--- src/rtl/register_mod_nbits_if.sv ---
// ----------------------------------------------------------------------------
// register_mod_nbits_if
//   Control and status bundle for one modulo time-field register.
//   Ports (all WIDTH-dependent where noted):
//     Enable   qualifies Load/Inc/Dec; 0 = hold
//     Load     synchronous parallel load of D
//     D        load data [WIDTH]
//     Inc      step +1 modulo MODULUS
//     Dec      step -1 modulo MODULUS
//     Q        stored value [WIDTH]
//     Q_n      bitwise complement of Q [WIDTH]
//     Carry    1-cycle pulse on MODULUS-1 -> 0 wrap
//     Borrow   1-cycle pulse on 0 -> MODULUS-1 wrap
//     LoadErr  1-cycle pulse on an out-of-range load
//   master drives the controls, slave (the register) drives the status.
// ----------------------------------------------------------------------------
interface register_mod_nbits_if #(
    parameter int WIDTH = 6
);
    logic             Enable;
    logic             Load;
    logic [WIDTH-1:0] D;
    logic             Inc;
    logic             Dec;
    logic [WIDTH-1:0] Q;
    logic [WIDTH-1:0] Q_n;
    logic             Carry;
    logic             Borrow;
    logic             LoadErr;

    modport master (
        output Enable, Load, D, Inc, Dec,
        input  Q, Q_n, Carry, Borrow, LoadErr
    );

    modport slave (
        input  Enable, Load, D, Inc, Dec,
        output Q, Q_n, Carry, Borrow, LoadErr
    );
endinterface

--- src/rtl/register_mod_nbits.sv ---
// ----------------------------------------------------------------------------
// register_mod_nbits
//   N-bit storage register for one alarm-clock time field. Supports a
//   synchronous parallel load, modulo up/down stepping and registered
//   single-cycle wrap pulses used to chain into the next field.
//   Parameters:
//     WIDTH      register width (1..16)
//     MODULUS    count range 0..MODULUS-1 (2 <= MODULUS <= 2**WIDTH)
//     RESET_VAL  value forced while Clear is low (< MODULUS)
//   Ports:
//     Clock      rising-edge clock
//     Clear      asynchronous active-low reset, dominates all inputs
//     bus        slave side of register_mod_nbits_if (controls in, Q/pulses out)
// ----------------------------------------------------------------------------
module register_mod_nbits #(
    parameter int WIDTH     = 6,
    parameter int MODULUS   = 60,
    parameter int RESET_VAL = 0
) (
    input logic                 Clock,
    input logic                 Clear,
    register_mod_nbits_if.slave bus
);

    // Modulus arithmetic is carried one bit wider so MODULUS == 2**WIDTH
    // is representable.
    localparam logic [WIDTH:0]   MOD_W = (WIDTH+1)'(MODULUS);
    localparam logic [WIDTH:0]   ONE_W = (WIDTH+1)'(1);
    localparam logic [WIDTH:0]   MAX_W = MOD_W - ONE_W;
    localparam logic [WIDTH-1:0] MAX_Q = MAX_W[WIDTH-1:0];
    localparam logic [WIDTH-1:0] ONE_Q = WIDTH'(1);
    localparam logic [WIDTH-1:0] RST_Q = WIDTH'(RESET_VAL);

    logic [WIDTH-1:0] q_p1;
    logic             carry_p1;
    logic             borrow_p1;
    logic             err_p1;

    logic [WIDTH-1:0] q_nxt;
    logic             carry_nxt;
    logic             borrow_nxt;
    logic             err_nxt;

    logic             at_top;
    logic             at_bottom;
    logic             load_ok;

    function automatic logic [WIDTH-1:0] inc_mod(input logic [WIDTH-1:0] v);
        logic [WIDTH:0] s;
        s = {1'b0, v} + ONE_W;
        return (s == MOD_W) ? '0 : s[WIDTH-1:0];
    endfunction

    function automatic logic [WIDTH-1:0] dec_mod(input logic [WIDTH-1:0] v);
        return (v == '0) ? MAX_Q : (v - ONE_Q);
    endfunction

    assign at_top    = ({1'b0, q_p1} == MAX_W);
    assign at_bottom = (q_p1 == '0);
    assign load_ok   = ({1'b0, bus.D} < MOD_W);

    // Stage p0: next-state decode, Load > single step > hold
    always_comb begin
        q_nxt      = q_p1;
        carry_nxt  = 1'b0;
        borrow_nxt = 1'b0;
        err_nxt    = 1'b0;
        if (bus.Enable) begin
            if (bus.Load) begin
                // Out-of-range data is rejected so Q never leaves 0..MODULUS-1.
                if (load_ok) begin
                    q_nxt = bus.D;
                end else begin
                    err_nxt = 1'b1;
                end
            end else if (bus.Inc && !bus.Dec) begin
                q_nxt     = inc_mod(q_p1);
                carry_nxt = at_top;
            end else if (bus.Dec && !bus.Inc) begin
                q_nxt      = dec_mod(q_p1);
                borrow_nxt = at_bottom;
            end
        end
    end

    // Stage p1: registered value and pulses
    always_ff @(posedge Clock or negedge Clear) begin
        if (!Clear) begin
            q_p1      <= RST_Q;
            carry_p1  <= 1'b0;
            borrow_p1 <= 1'b0;
            err_p1    <= 1'b0;
        end else begin
            q_p1      <= q_nxt;
            carry_p1  <= carry_nxt;
            borrow_p1 <= borrow_nxt;
            err_p1    <= err_nxt;
        end
    end

    assign bus.Q       = q_p1;
    assign bus.Q_n     = ~q_p1;
    assign bus.Carry   = carry_p1;
    assign bus.Borrow  = borrow_p1;
    assign bus.LoadErr = err_p1;

endmodule

--- src/flat_wrapper.sv ---
// flat-port wrapper written by rule: the top's interface ports become plain ports
module register_mod_nbits_flat 
#(
    parameter int WIDTH     = 6,
    parameter int MODULUS   = 60,
    parameter int RESET_VAL = 0
)
  (Clock, Clear, bus_Enable, bus_Load, bus_D, bus_Inc, bus_Dec, bus_Q, bus_Q_n, bus_Carry, bus_Borrow, bus_LoadErr);
  register_mod_nbits_if #(.WIDTH(WIDTH)) bus_i ();
  input logic Clock;
  input logic Clear;
  input wire logic [$bits(bus_i.Enable)-1:0] bus_Enable;
  input wire logic [$bits(bus_i.Load)-1:0] bus_Load;
  input wire logic [$bits(bus_i.D)-1:0] bus_D;
  input wire logic [$bits(bus_i.Inc)-1:0] bus_Inc;
  input wire logic [$bits(bus_i.Dec)-1:0] bus_Dec;
  output wire logic [$bits(bus_i.Q)-1:0] bus_Q;
  output wire logic [$bits(bus_i.Q_n)-1:0] bus_Q_n;
  output wire logic [$bits(bus_i.Carry)-1:0] bus_Carry;
  output wire logic [$bits(bus_i.Borrow)-1:0] bus_Borrow;
  output wire logic [$bits(bus_i.LoadErr)-1:0] bus_LoadErr;
  assign bus_i.Enable = bus_Enable;
  assign bus_i.Load = bus_Load;
  assign bus_i.D = bus_D;
  assign bus_i.Inc = bus_Inc;
  assign bus_i.Dec = bus_Dec;
  assign bus_Q = bus_i.Q;
  assign bus_Q_n = bus_i.Q_n;
  assign bus_Carry = bus_i.Carry;
  assign bus_Borrow = bus_i.Borrow;
  assign bus_LoadErr = bus_i.LoadErr;
  register_mod_nbits #(.WIDTH(WIDTH), .MODULUS(MODULUS), .RESET_VAL(RESET_VAL)) u_core (.Clock(Clock), .Clear(Clear), .bus(bus_i));
endmodule
--- config.mk ---
export PLATFORM = sky130hd
export DESIGN_NAME = register_mod_nbits_flat
export DESIGN_NICKNAME = d
export VERILOG_FILES = /design/src/rtl/register_mod_nbits_if.sv /design/src/rtl/register_mod_nbits.sv /design/src/flat_wrapper.sv
export SDC_FILE = /design/constraint.sdc
export NUM_CORES = 1
export LEC_CHECK = 0
export CORE_MARGIN = 3
export CORE_UTILIZATION = 35
export CTS_BUF_LIST = sky130_fd_sc_hd__clkbuf_8
export CTS_CLUSTER_SIZE = 30
export DETAILED_ROUTE_END_ITERATION = 10
export GPL_ROUTABILITY_DRIVEN = 0
export SYNTH_ARGS = -nofsm -noshare
export SYNTH_HDL_FRONTEND = slang
export SYNTH_SLANG_ARGS = --single-unit
--- constraint.sdc ---
create_clock -name Clock -period 2.4 [get_ports Clock]
set_input_delay 0.6 -clock Clock [delete_from_list [all_inputs] [get_ports Clock]]
set_output_delay 0.6 -clock Clock [all_outputs]
set_load 0.05 [all_outputs]
Word-level counts from Yosys, hierarchy flattened:

Cells that the tools add are included.
W data, S select, Z words.

* bits in registers: 9
* bits in latches: 0
* bits in writable memories: 0
* ROM bits: 0
* input bits: 12
* word-level logic and storage cells: 34
* memories kept: 0

* $add $sub $neg: 2
* multiply operators: 0
* divide/modulo/power cells: 0
* order comparisons: 1
* equal/unequal tests: 3
* shift operators: 0
* muxes and demuxes: 16
* bitwise logic cells: 1
* reductions and logical operators: 7

Operator list (count)
* $mux W6: 6
* $mux W1: 10
* $add A6 B1 Y7 const B: 1
* $eq A7 B6 Y1 const B: 1
* $eq A6 B6 Y1 const B: 1
* $logic_not A6 Y1: 1
* $lt A6 B6 Y1 const B: 1
* $not A6 Y6: 1
* $sub A6 B1 Y6 const B: 1
* $reduce_and A3 Y1: 1
* $reduce_bool A3 Y1: 1
* $logic_and A1 B1 Y1: 2
* $logic_not A1 Y1: 2
* $ne A2 B1 Y1 const B: 1

Logic depth before layout (Yosys ltp):

* depth after elaboration: 6
* depth in mapped cells: 7
* gate-level depth less buffers: 7

Least setup slack after synthesis:

OpenSTA, ideal clock, no wires.

* path kind: register to register
* start: register u_core.q_p1[0], in the netlist u_core.bus.Q[0]
* end: register u_core.q_p1[0], in the netlist u_core.bus.Q[0]
* setup time: 0.147 ns
* data arrival time: 2.104 ns
* data required time: 2.253 ns
* path slack: 0.149 ns
* stages on the path, launching flop included: 8
* buffers on the path: 0
* path through: dfrtp_1 inv_1 ha_1 nor2b_1 nand2_1 o21ai_0 a221oi_1 a21oi_1

* cells in the longest elaborated chain, start to end: 5
* elaborated cells between the ends (all ways): 9
* those cells by class: 2 x add/sub; 1 x eq/ne; 5 x mux; 1 x reduce/logical

Ends and longest elaborated chain
* start, declared: line register_mod_nbits.sv:34 `logic [WIDTH-1:0] q_p1;`
* start signal, assigned: line register_mod_nbits.sv:94 `q_p1 <= q_nxt;`
* $add A6 B1 Y7, or another cell as far along: line register_mod_nbits.sv:50 `s = {1'b0, v} + ONE_W;`
* $eq A7 B6 Y1 / $mux W6 (equally long branches): line register_mod_nbits.sv:51, register_mod_nbits.sv:55
* $mux W6 (on tied branches): line register_mod_nbits.sv:51, register_mod_nbits.sv:79
* $mux W6 *: line register_mod_nbits.sv:76 `end else if (bus.Inc && !bus.Dec) begin`
* $mux W6 *: line register_mod_nbits.sv:69 `if (bus.Load) begin`

Mark *: on every way between the ends. The rest lies on a longest branch, timed or not. The select of a mux whose other input is x is not followed.
A chain may end at the register's enable or synchronous reset.

Worst setup path in the final report:

* start: register u_core.q_p1[1], in the netlist u_core.bus.Q[1]
* end: output port bus_Q_n[1]

* cells in the longest elaborated chain, start to end: 1

Ends and longest elaborated chain
* $not A6 Y6: line register_mod_nbits.sv:102 `assign bus.Q_n = ~q_p1;`
* end, declared: line flat_wrapper.sv:18 `output wire logic [$bits(bus_i.Q_n)-1:0] bus_Q_n;`

No other way between the ends.

==> impl_results.md <==
- Outcome: complete, no violations
- Htree depth: 1
- Max Root-Sink Buffers: 2
- Area leader, netlist: dfrtp_1
- Delay-heaviest family, CP: buffers and inverters
- Die height: 56.3 um
- Required time of the worst setup path: 1.80 ns
- Buf+Inv Stages, Crit Path: 2
- DR vias: between 800 and 900
- Core ar.: about 2300 um2
- Critical path cell sequence: inv_1 -> clkdlybuf4s50_1
- Synth top cells by count: 11 x nand2_1, 9 x dfrtp_1, 7 x nor2_1
- Final Hold Fails: 0
- Post-Route WL: 2350 um
- CP max-delay cell: clkdlybuf4s50_1
- Global-route wire length before repair: 3850 um
- Max Freq: around 440 MHz
- Skew final: about 0.011 ns
- DRT Pass-1 Iters: 4
- Core Rows: 17
- CP arrival: around 1.7 ns
- DIE AREA: 3170 um2
- Post-synth EDFFs: 0
- CTS Buf Count: 3
- DR DRC count: 0
- PortBufs: 26
- Sink Count: 9
- Final period utilization: 94.6%
- Worst path max stage delay: 0.82 ns
- Post-route setup TNS: 0 ns
- Layout Area Growth over Synthesis: 36.0%
- Synth Cell Area: 886 um2
- Metal1 wirelength: between 1000 and 1500 um
- Crit Path Max Fanout: 7
- Pin count of the biggest net entering global routing: 11
- CTS tree: yes
- Most frequent cell after synthesis: nand2_1
- Chip Width: 56.3 um
- Vias per cell: 5.35
- DP HPWL: between 1500 and 2000 um
- Number of global-route vias before repair: 783
- Leak pwr: 0.478 nW
- Max Used Layer: met4
- Slew headroom: 66.3%
- Crit path kind: reg -> out
- Warnings, synthesis: 0
- Number of synthesized register bits: 9
- Min cycle time layout: approximately 2.3 ns
- Ys async rst share: 100%
- CTS root buffer: clkbuf_8
- Most used DFF post-synth: dfrtp_1
- Clk_lat worst skew: 0.24 ns
- Initial antenna violation count: 0
- Grt total ovfl: 0
- Nets: 144
- Hold Buf Count CTS: 0
- Mean Syn Cell Area: around 9 um2
- Hold crit path type: reg -> reg
- Share of cells above drive strength 1: 23.6%
- # diodes: 0
- Met2 WL post-DR: 1130 um
- Max Cap Viol: 0
- Synth Instances: 98
- Crit end category: output pin
- Synth top area cells: dfrtp_1 25%, xnor2_1 5.9%, ha_1 5.6%
- Starting Density: between 30% and 40%
- CTS clk-pin slew, worst paths: 0.05 ns
- I/O pin cnt: 27
- Drt wl/cell: approximately 15 um
- Cell variety after synth: 44
- Setup repair after global routing missed its margin: no
- Worst VDD drop: 400 uV
- Worst Tran Pin Value: a little over 0.5 ns
- Synth top area share: 25.4%
- GR Util All Layers: 15.6%
- Final setup viols: 0
- Seq/Total Area, Yosys: 25.4%
- Post-CTS Setup Inserts: 0
- Mapped Nets: 114
- Worst setup SP type: register
- Max-slew violation count: 0
- Antenna violation net count after detailed routing: 0
- Starting DRT DRC Count: 22
- Total power: 0.978 mW
- Met3 routed WL: roughly 120 um
- Post-CTS Resized: 0
- Power Density: 812 nW/um2
-- cells by family (layout without fill, tap and decap cells) --
kind of cell | Yosys count | count (layout) | synth area share, %
fa+ha+maj | 4 | 4 | 5.65
xor+xnor | 7 | 7 | 7.77
simple gates | 43 | 43 | 31.6
flops | 9 | 9 | 25.4
buf+inv | 11 | 40 | 6.50
compound gates | 24 | 24 | 23.0
-- registers in the layout, indices dropped and copies added (netlist names) --
register            cells
u_core.bus.Carry        1
u_core.bus.Borrow       1
u_core.bus.LoadErr      1
u_core.bus.Q            6
-- through the flow --
step	cell area (um2)	hold slack [ns]	util, %	setup slack [ns]	std cells
finish	1200	0.651	52.5	0.129	155
floorplan	886	0.304	-	0.149	98
global route	1200	0.704	52.5	0.0678	155
global placement	1160	0.645	50.5	0.247	151
CTS	1200	0.650	52.5	0.118	155
detailed placement	1160	0.635	50.5	0.240	151
-- report_power, final --
group	internal (mW)	switching, mW	total [mW]
Clock	0.112	0.0661	0.178
Sequential	0.174	0.0432	0.218
Combinational	0.214	0.368	0.582
Total	0.501	0.477	0.978
-- cell type report --
cell class | instances | area [um2]
fill | 232 | 1090
multi-input combinational | 78 | 603
timing repair buffer | 29 | 270
sequential | 9 | 225
clock buffer | 3 | 41.3
tap | 28 | 35.0
inverter | 7 | 26.3
clock inverter | 1 | 3.75
-- tightest hold or removal path: cells and delay by family, from the launching register on --
kind,cells,cell delay (ns)
flops,1,0.48
compound gates,1,0.05
simple gates,1,0.08
-- layer usage --
metal,GRT usage [%],up-vias
li1,-,411
met1,21.2,391
met2,24.0,25
met3,3.91,2
met4,5.08,0
met5,0,-
-- worst paths after layout --
path,start,to,slack [ns],cells after the start
worst max-delay path,u_core.bus.Q[1]$_DFFE_PN0P_,bus_Q_n[1],0.13,2
worst min-delay path,u_core.bus.Q[2]$_DFFE_PN0P_,u_core.bus.Q[2]$_DFFE_PN0P_,0.65,2
worst max register to register,u_core.bus.Q[0]$_DFFE_PN0P_,u_core.bus.Q[4]$_DFFE_PN0P_,0.59,6
worst min register to register,u_core.bus.Q[2]$_DFFE_PN0P_,u_core.bus.Q[2]$_DFFE_PN0P_,0.65,2
max in group asynchronous,Clear,u_core.bus.LoadErr$_DFF_PN0_,1.40,1
min in group asynchronous,Clear,u_core.bus.Q[2]$_DFFE_PN0P_,0.68,1
-- cells in the final DEF, fill, tap and decap left out, drive strengths merged, types with 3 or more instances in the layout --
master and instances:
buf 8, xnor2 7, o31ai 3, nand3 5, nor2b 3, clkbuf 3, ha 4, nand2b 3
a31oi 3, nor2 8, nand4 4, dfrtp 9, a21oi 5, inv 8, nand2 12, o21ai 4
clkdlybuf4s50 21
No activity file was read; power rests on OpenSTA's default activity.
